==> src/rtl/bcd_cevirici_if.sv <==
// bcd_cevirici_if: start/busy/done handshake and data bus of the binary-to-BCD converter.
//   basla  : start request (master -> slave)
//   sayi   : binary operand (master -> slave)
//   bcd    : packed BCD result, digit 0 in [3:0] (slave -> master)
//   isaret : sign of the last result (slave -> master)
//   mesgul : conversion in progress (slave -> master)
//   hazir  : one-cycle pulse when bcd/isaret update (slave -> master)
interface bcd_cevirici_if #(
  parameter int unsigned GENISLIK = 64,
  parameter int unsigned BASAMAK  = 20
);
  logic                   basla;
  logic [GENISLIK-1:0]    sayi;
  logic [4*BASAMAK-1:0]   bcd;
  logic                   isaret;
  logic                   mesgul;
  logic                   hazir;

  modport master (output basla, sayi, input bcd, isaret, mesgul, hazir);
  modport slave  (input basla, sayi, output bcd, isaret, mesgul, hazir);
endinterface

==> src/rtl/bcd_cevirici.sv <==
// bcd_cevirici: sequential binary-to-BCD converter (shift-and-add-3), one bit per clock.
// Takes the 64-bit multiplier product and produces 20 packed BCD digits for the display.
// Ports:
//   clk : clock, all state changes on the rising edge
//   rst : asynchronous active-high reset
//   s   : bcd_cevirici_if.slave (basla, sayi in; bcd, isaret, mesgul, hazir out)
// Optional feature: define BCD_ISARET_EN to treat sayi as two's complement; the magnitude
// is converted and the sign is reported on isaret. Without it, isaret is tied to 0.
module bcd_cevirici #(
  parameter int unsigned GENISLIK = 64,
  parameter int unsigned BASAMAK  = 20
) (
  input  logic           clk,
  input  logic           rst,
  bcd_cevirici_if.slave  s
);

  localparam int unsigned BW = 4 * BASAMAK;
  localparam int unsigned SW = BW + GENISLIK;
  localparam int unsigned CW = $clog2(GENISLIK);

  typedef enum logic [1:0] {BOS, CEVIR, BITTI} durum_t;

  durum_t              durum;
  logic [SW-1:0]       sr;
  logic [SW-1:0]       sr_kay;
  logic [CW-1:0]       sayac;
  logic [BW-1:0]       bcd_q;
  logic                mesgul_q;
  logic                hazir_q;
  logic [GENISLIK-1:0] yuk;
  logic                yuk_isaret;

`ifdef BCD_ISARET_EN
  logic isaret_q;
  logic isaret_bek;

  // Negative operands are converted as their unsigned magnitude; -2^63 maps to itself.
  assign yuk_isaret = s.sayi[GENISLIK-1];
  assign yuk        = yuk_isaret ? GENISLIK'(~s.sayi + GENISLIK'(1)) : s.sayi;
  assign s.isaret   = isaret_q;
`else
  assign yuk_isaret = 1'b0;
  assign yuk        = s.sayi;
  assign s.isaret   = 1'b0;
`endif

  // One double-dabble step: add 3 to every BCD nibble >= 5, then shift the whole register.
  always_comb begin
    logic [SW-1:0] t;
    logic [3:0]    nib;
    t   = sr;
    nib = 4'd0;
    for (int i = 0; i < int'(BASAMAK); i++) begin
      nib = sr[GENISLIK + 4*i +: 4];
      if (nib >= 4'd5) t[GENISLIK + 4*i +: 4] = nib + 4'd3;
    end
    sr_kay = t << 1;
  end

  // Control FSM with registered outputs; bcd/isaret only move on the completion edge.
  always_ff @(posedge clk or posedge rst) begin
    if (rst) begin
      durum    <= BOS;
      sr       <= '0;
      sayac    <= '0;
      bcd_q    <= '0;
      mesgul_q <= 1'b0;
      hazir_q  <= 1'b0;
`ifdef BCD_ISARET_EN
      isaret_q   <= 1'b0;
      isaret_bek <= 1'b0;
`endif
    end else begin
      case (durum)
        BOS, BITTI: begin
          hazir_q <= 1'b0;
          if (s.basla) begin
            sr       <= {BW'(0), yuk};
            sayac    <= '0;
            mesgul_q <= 1'b1;
            durum    <= CEVIR;
`ifdef BCD_ISARET_EN
            isaret_bek <= yuk_isaret;
`endif
          end else begin
            durum <= BOS;
          end
        end
        CEVIR: begin
          sr    <= sr_kay;
          sayac <= sayac + CW'(1);
          if (sayac == CW'(GENISLIK - 1)) begin
            bcd_q    <= sr_kay[SW-1 -: BW];
            hazir_q  <= 1'b1;
            mesgul_q <= 1'b0;
            durum    <= BITTI;
`ifdef BCD_ISARET_EN
            isaret_q <= isaret_bek;
`endif
          end
        end
        default: durum <= BOS;
      endcase
    end
  end

  assign s.bcd    = bcd_q;
  assign s.mesgul = mesgul_q;
  assign s.hazir  = hazir_q;

`ifndef BCD_ISARET_EN
  // The sign bit only matters in the signed build.
  logic unused_isaret;
  assign unused_isaret = yuk_isaret;
`endif

endmodule

==> src/flat_wrapper.sv <==
// flat-port wrapper written by rule: the top's interface ports become plain ports
module bcd_cevirici_flat 
#(
  parameter int unsigned GENISLIK = 64,
  parameter int unsigned BASAMAK  = 20
)
  (clk, rst, s_basla, s_sayi, s_bcd, s_isaret, s_mesgul, s_hazir);
  bcd_cevirici_if #(.GENISLIK(GENISLIK), .BASAMAK(BASAMAK)) s_i ();
  input  logic clk;
  input  logic rst;
  input wire logic [$bits(s_i.basla)-1:0] s_basla;
  input wire logic [$bits(s_i.sayi)-1:0] s_sayi;
  output wire logic [$bits(s_i.bcd)-1:0] s_bcd;
  output wire logic [$bits(s_i.isaret)-1:0] s_isaret;
  output wire logic [$bits(s_i.mesgul)-1:0] s_mesgul;
  output wire logic [$bits(s_i.hazir)-1:0] s_hazir;
  assign s_i.basla = s_basla;
  assign s_i.sayi = s_sayi;
  assign s_bcd = s_i.bcd;
  assign s_isaret = s_i.isaret;
  assign s_mesgul = s_i.mesgul;
  assign s_hazir = s_i.hazir;
  bcd_cevirici #(.GENISLIK(GENISLIK), .BASAMAK(BASAMAK)) u_core (.clk(clk), .rst(rst), .s(s_i));
endmodule
==> config.mk <==
export PLATFORM = sky130hd
export DESIGN_NAME = bcd_cevirici_flat
export DESIGN_NICKNAME = d
export VERILOG_FILES = /design/src/rtl/bcd_cevirici_if.sv /design/src/rtl/bcd_cevirici.sv /design/src/flat_wrapper.sv
export SDC_FILE = /design/constraint.sdc
export NUM_CORES = 1
export LEC_CHECK = 0
export ABC_AREA = 1
export BUFFER_PORTS_ARGS = -buffer_cell sky130_fd_sc_hd__clkbuf_2
export CAP_MARGIN = 20
export CORE_MARGIN = 5
export CORE_UTILIZATION = 58
export DETAILED_ROUTE_END_ITERATION = 10
export GPL_ROUTABILITY_DRIVEN = 0
export PLACE_DENSITY = 0.8
export RECOVER_POWER = 50
export SLEW_MARGIN = 30
export SYNTH_ARGS = -nofsm -noshare
export SYNTH_HDL_FRONTEND = slang
export SYNTH_SLANG_ARGS = --single-unit
==> constraint.sdc <==
create_clock -name clk -period 10.6 [get_ports clk]
set_input_delay 2.12 -clock clk [delete_from_list [all_inputs] [get_ports clk]]
set_output_delay 2.12 -clock clk [all_outputs]
set_load 0.03 [all_outputs]
# Word level (Yosys, flattened, before mapping)
# Cells that the tools add are included.
[op_classes]
n_addsub = 21
mul = 0
n_div = 0
order_cmp = 20
n_eq_ne = 5
shifts = 0
mux = 32
bitwise = 0
n_reduce_logical = 7
[op_table]
columns = ["cell", "n"]
rows = [
  ["144-bit case mux with 2 select lines", 1],
  ["144-bit two-way mux", 1],
  ["4-bit by 3-bit greater-or-equal comparator with 1-bit output (second input constant)", 20],
  ["4-bit by 2-bit adder with 4-bit output (second input constant)", 19],
  ["4-bit two-way mux", 19],
  ["6-bit case mux with 2 select lines", 1],
  ["6-bit by 1-bit adder with 6-bit output (second input constant)", 1],
  ["6-bit equality test (second input constant)", 1],
  ["6-bit two-way mux", 1],
  ["2-bit AND reduction", 3],
  ["1-bit two-way mux", 4],
  ["1-bit case mux with 2 select lines", 2],
  ["2-bit case mux with 2 select lines", 1],
  ["3-bit by 2-bit adder with 3-bit output (second input constant)", 1],
  ["3-bit two-way mux", 1],
  ["3-bit AND reduction", 1],
  ["2-bit by 1-bit equality test with 1-bit output (second input constant)", 1],
  ["2-bit equality test (second input constant)", 1],
  ["2-bit logical NOT", 1],
  ["2-bit two-way mux", 1],
  ["2-bit by 1-bit inequality test with 1-bit output (second input constant)", 1],
  ["2-bit inequality test (second input constant)", 1],
  ["2-bit nonzero test", 1],
  ["2-bit OR reduction", 1],
]
[word_totals]
regBits = 234
latch_bits = 0
ram_bits = 0
rom_bits = 0
input_bits = 67
output_inout_bits = 83
wordCells = 91
mem_count = 0

# Longest topological paths before layout
[depth]
ltp_word = 4
depth_mapped = 8
ltp_nobuf = 8

# Least setup slack after synthesis
# OpenSTA, ideal clock, no wires.
[synth_path]
path_type = "in2reg"
start = "input s_basla"
end = "register u_core.sr[1]"
setup_time_ns = 0.069
arrival_ns = 2.865
t_required_ns = 10.531
path_slack_ns = 7.667
stages = 7
path_buffers = 2
cell_sequence = "nand2_2 > nand2_2 > inv_2 > buf_2 > buf_2 > nand2_1 > nand3_1"
[synth_between]
elab_chain_cells = 2
[synth_rtl]
columns = ["element", "line_no", "text"]
rows = [
  ["start: declaration", "flat_wrapper.sv:11", "input wire logic [$bits(s_i.basla)-1:0] s_basla;"],
  ["2-bit inequality test (no line)", "n/a", ""],
  ["2-bit AND reduction (no line)", "n/a", ""],
  ["end signal: assignment", "bcd_cevirici.sv:79", "sr <= {BW'(0), yuk};"],
  ["end signal: assignment", "bcd_cevirici.sv:91", "sr <= sr_kay;"],
  ["end: declaration", "bcd_cevirici.sv:25", "logic [SW-1:0] sr;"],
]
# No other way between the ends.
# A chain may end at the register's enable or synchronous reset.

# Final worst setup path
[layout_path]
start = "register u_core.durum[0]"
end = "register u_core.sr[77]"
[layout_between]
elab_chain_cells = 4
elab_cells_between_ends = 8
cone_classes = "eq/ne: 3; mux: 1; reduce/logical: 4"
[layout_rtl]
columns = ["element", "line_no", "text"]
rows = [
  ["start: declaration", "bcd_cevirici.sv:24", "durum_t durum;"],
  ["start signal: assignment", "bcd_cevirici.sv:64", "durum <= BOS;"],
  ["start signal: assignment", "bcd_cevirici.sv:82", "durum <= CEVIR;"],
  ["start signal: assignment", "bcd_cevirici.sv:87", "durum <= BOS;"],
  ["2-bit equality test or 2-bit logical NOT (tied branches)", "bcd_cevirici.sv:75", "case (durum)"],
  ["2-bit OR reduction", "bcd_cevirici.sv:75", ""],
  ["2-bit inequality test (no line) or 2-bit nonzero test (tied branches)", "n/a", ""],
  ["2-bit AND reduction (no line)", "n/a", ""],
]
# Parallel ways exist; a longest one is shown, timed or not.

==> run_results.csv <==
group,metric,value,unit
run_status,status,"finished with violations",
run_status,violations,"capacitance limit, slew limit",
hold_path,hold_class,"reg2reg",
setup_path,crit_slowest_cell,"clkbuf_1",
synthesis,syn-cell-area,11300,µm²
synthesis,syn_nets,1518,
setup_path,crit_fanout,103,
synthesis,synth_top_cell_by_area,"dfrtp_1",
setup_path,critical_path_buf_inv_count,2,
synthesis,ys_async_sr_fraction,1.00,
setup_path,crit_type,"reg2reg",
synthesis,syn_inst,1410,
route,antenna_left,0,
power_and_ir_drop,power.leakage,7.19,nW
grt,antenna_found_initial,0,
placed_design,dpl.hpwl,16500,µm
grt,grt_overflow,0,
sta,maxSlewViolCount,404,
grt,grt_pass1_vias,9447,
sta,fin_skew,0.0174,ns
sta,fin_crit_sh,0.557,
setup_path,critical_path_arrival,6.35,ns
cts,tritoncts,"built",
synthesis,syn_area_per_cell,8.00,µm²
cts,cts_setup_buffers,0,
route,vias_per_cell,5.36,
power_and_ir_drop,powerDensity,144,nW/µm²
floorplan,die_h,149,µm
final_layout,drive_gt1_frac,0.132,
synthesis,synth_edf_count,0,
sta,fmax,169,MHz
synthesis,ys_warn_count,0,
synthesis,synth_cell_types,27,
floorplan,pin_count,150,
cts,ctsResizeCount,0,
floorplan,die_area,22300,µm²
sta,hold_viol,0,
cts,clk_latency,0.52,ns
synthesis,synth_top_area_frac,0.519,
floorplan,core-area,19300,µm²
synthesis,yosysSeqAreaShare,0.519,
floorplan,start_util,0.584,
route,via_count,9748,
cts,htreeDepth,1,
sta,holdWs,0.478,ns
cts,postCtsHoldBufs,0,
cts,clk_path_buf_depth,3,
cts,cts_made_buffers,25,
sta,maxSlewHeadroom,-2.05,
cts,cts.sinks,234,
synthesis,synth.ff_latch_count,234,
final_layout,antennaDiodeCount,0,
setup_path,critPathMaxStageDelay,3.24,ns
route,drtIter0Drc,834,
final_layout,syn2layout_area_growth,15.4,%
synthesis,ys.flop_type,"dfrtp_1",
synthesis,synth_area_leaders,"dfrtp_1, nand2_1, nand3_1",
floorplan,die_x,149,µm
sta,fin_tns_setup,0,ns
sta,worst_pin_slew,4.54,ns
route,first_pass_iters,6,
setup_path,worst_setup_path_start_kind,"flip-flop",
route,avgRoutedWirePerCell,14.1,µm
placed_design,port_buffers,148,
grt,track_usage,0.233,
route,drcViolationCount,0,
setup_path,path_delay_family,"buffers and inverters",
cts,clock_tree.root_cell,"clkbuf_16",
grt,grt_max_degree,106,
floorplan,rows,51,
cts,cts.reportedPaths.clkPinSlew,0.06,ns
sta,grt_setup_unrepaired,"false",
run,maxCapViolations,5,
final_layout,fillCellCount,1579,
setup_path,critPathCaptureType,"flip-flop",
setup_path,path_cells,"inv_1, nor2_1, clkbuf_1, nand3_1, nand2_1",
power_and_ir_drop,peakVddDrop,125,µV
final_layout,fin_nets,1644,
grt,grt_first_pass_wirelength,43900,µm
route,wl,25600,µm
sta,fin_crit,5.90,ns
setup_path,cp.required,11.04,ns
sta,setup_violations,0,
==> synthesized netlist by cell type (2+ instances only) <==
master	instances
a21boi_0	3
a21oi_1	2
buf_1	2
buf_2	26
buf_6	6
clkbuf_1	19
dfrtp_1	234
ha_1	41
inv_1	89
inv_2	4
nand2_1	632
nand2_2	3
nand3_1	212
nand3_2	7
nand4_1	42
nor2_1	20
o211ai_1	3
o21ai_0	20
o21ai_1	18
o21bai_1	3
o22ai_1	18
==> cells by family (layout without fill, tap and decap cells) <==
kind of cell | after synthesis | after routing | share of synthesized area
simple gates | 918 | 918 | 0.344
other cells | 1 | 1 | 0.000332
buf+inv | 147 | 292 | 0.0561
flops | 234 | 234 | 0.519
compound gates | 68 | 68 | 0.0344
xor+xnor | 1 | 1 | 0.000776
fa+ha+maj | 41 | 41 | 0.0455
==> sequential cells by signal, summed over array words and instances, names as in the netlist <==
| register | cells |
|---|---|
| u_core.durum | 2 |
| u_core.s.bcd | 80 |
| u_core.s.hazir | 1 |
| u_core.s.mesgul | 1 |
| u_core.sayac | 6 |
| u_core.sr | 144 |
==> report_power, final <==
part           leakage (nW)  switching, W   total, W  internal (W)
Sequential             3.07             0   0.000894      0.000894
Clock                 0.457      0.000352   0.000955      0.000603
Combinational          3.67     0.0000212  0.0000303    0.00000910
==> layer usage <==
layer	global-route usage	up-vias	wire length (µm)
met1	0.333	4572	11400
li1	-	4827	-
met3	0.0406	47	1740
met5	0	-	0
met2	0.376	302	12000
met4	0.0554	0	439
==> layout make-up <==
| class | instances | area, µm² | share of cell area |
|---|---|---|---|
| Sequential cell | 234 | 5860 | 0.450 |
| Multi-Input combinational cell | 1029 | 4790 | 0.368 |
| Timing Repair Buffer | 153 | 773 | 0.0594 |
| Clock buffer | 35 | 733 | 0.0563 |
| Inverter | 93 | 354 | 0.0272 |
| Tap cell | 265 | 332 | 0.0255 |
| Clock inverter | 11 | 184 | 0.0141 |
==> stage by stage <==
step / cells / total power [W] / area (µm²) / util / setup slack [ns]
CTS: 1820 / 0.00190 / 13100 / 0.675 / 6.70
global route: 1820 / 0.00194 / 13000 / 0.673 / 4.02
floorplan: 1410 / 0.000924 / 11300 / - / 2.06
global placement: 1774 / 0.000942 / 12100 / 0.628 / 6.14
finish: 1820 / 0.00188 / 13000 / 0.673 / 4.70
detailed placement: 1774 / 0.000942 / 12100 / 0.628 / 6.17
==> worst paths after layout <==
path,cells after the start,end,from,slack (ns)
worst max-delay path,5,u_core.sr[77],u_core.durum[0],4.70
worst min-delay path,2,u_core.s.bcd[56],u_core.s.bcd[56],0.48
worst max register to register,5,u_core.sr[77],u_core.durum[0],4.70
worst min register to register,2,u_core.s.bcd[56],u_core.s.bcd[56],0.48
max in group asynchronous,4,u_core.s.bcd[73],rst,4.95
min in group asynchronous,2,u_core.sr[51],rst,2.96
==> layout by cell type, fill, tap and decap left out <==
cell        count
nand4_1        42
inv_2           1
o21ai_0        38
nand2_1       634
nand2_2         1
nor2_1         20
a21oi_1         2
conb_1          1
buf_6           1
bufinv_16       5
o211ai_1        3
clkinv_2        6
a21boi_0        3
clkbuf_8        7
o21bai_1        3
inv_4           1
clkbuf_2      147
buf_4           2
clkinvlp_2      1
ha_1           41
xnor2_1         1
o22ai_1        18
clkbuf_16      25
inv_1          89
nor3_1          1
nand3_2         7
dfrtp_1       234
inv_6           1
nor3_4          1
a22oi_1         1
clkbuf_1        6
nand3_1       212
==> tightest hold or removal path: cells and delay by family, from the launching register on <==
family        cells  cell delay, ns
flops             1            0.34
simple gates      2            0.10
No activity file was read; power rests on OpenSTA's default activity.
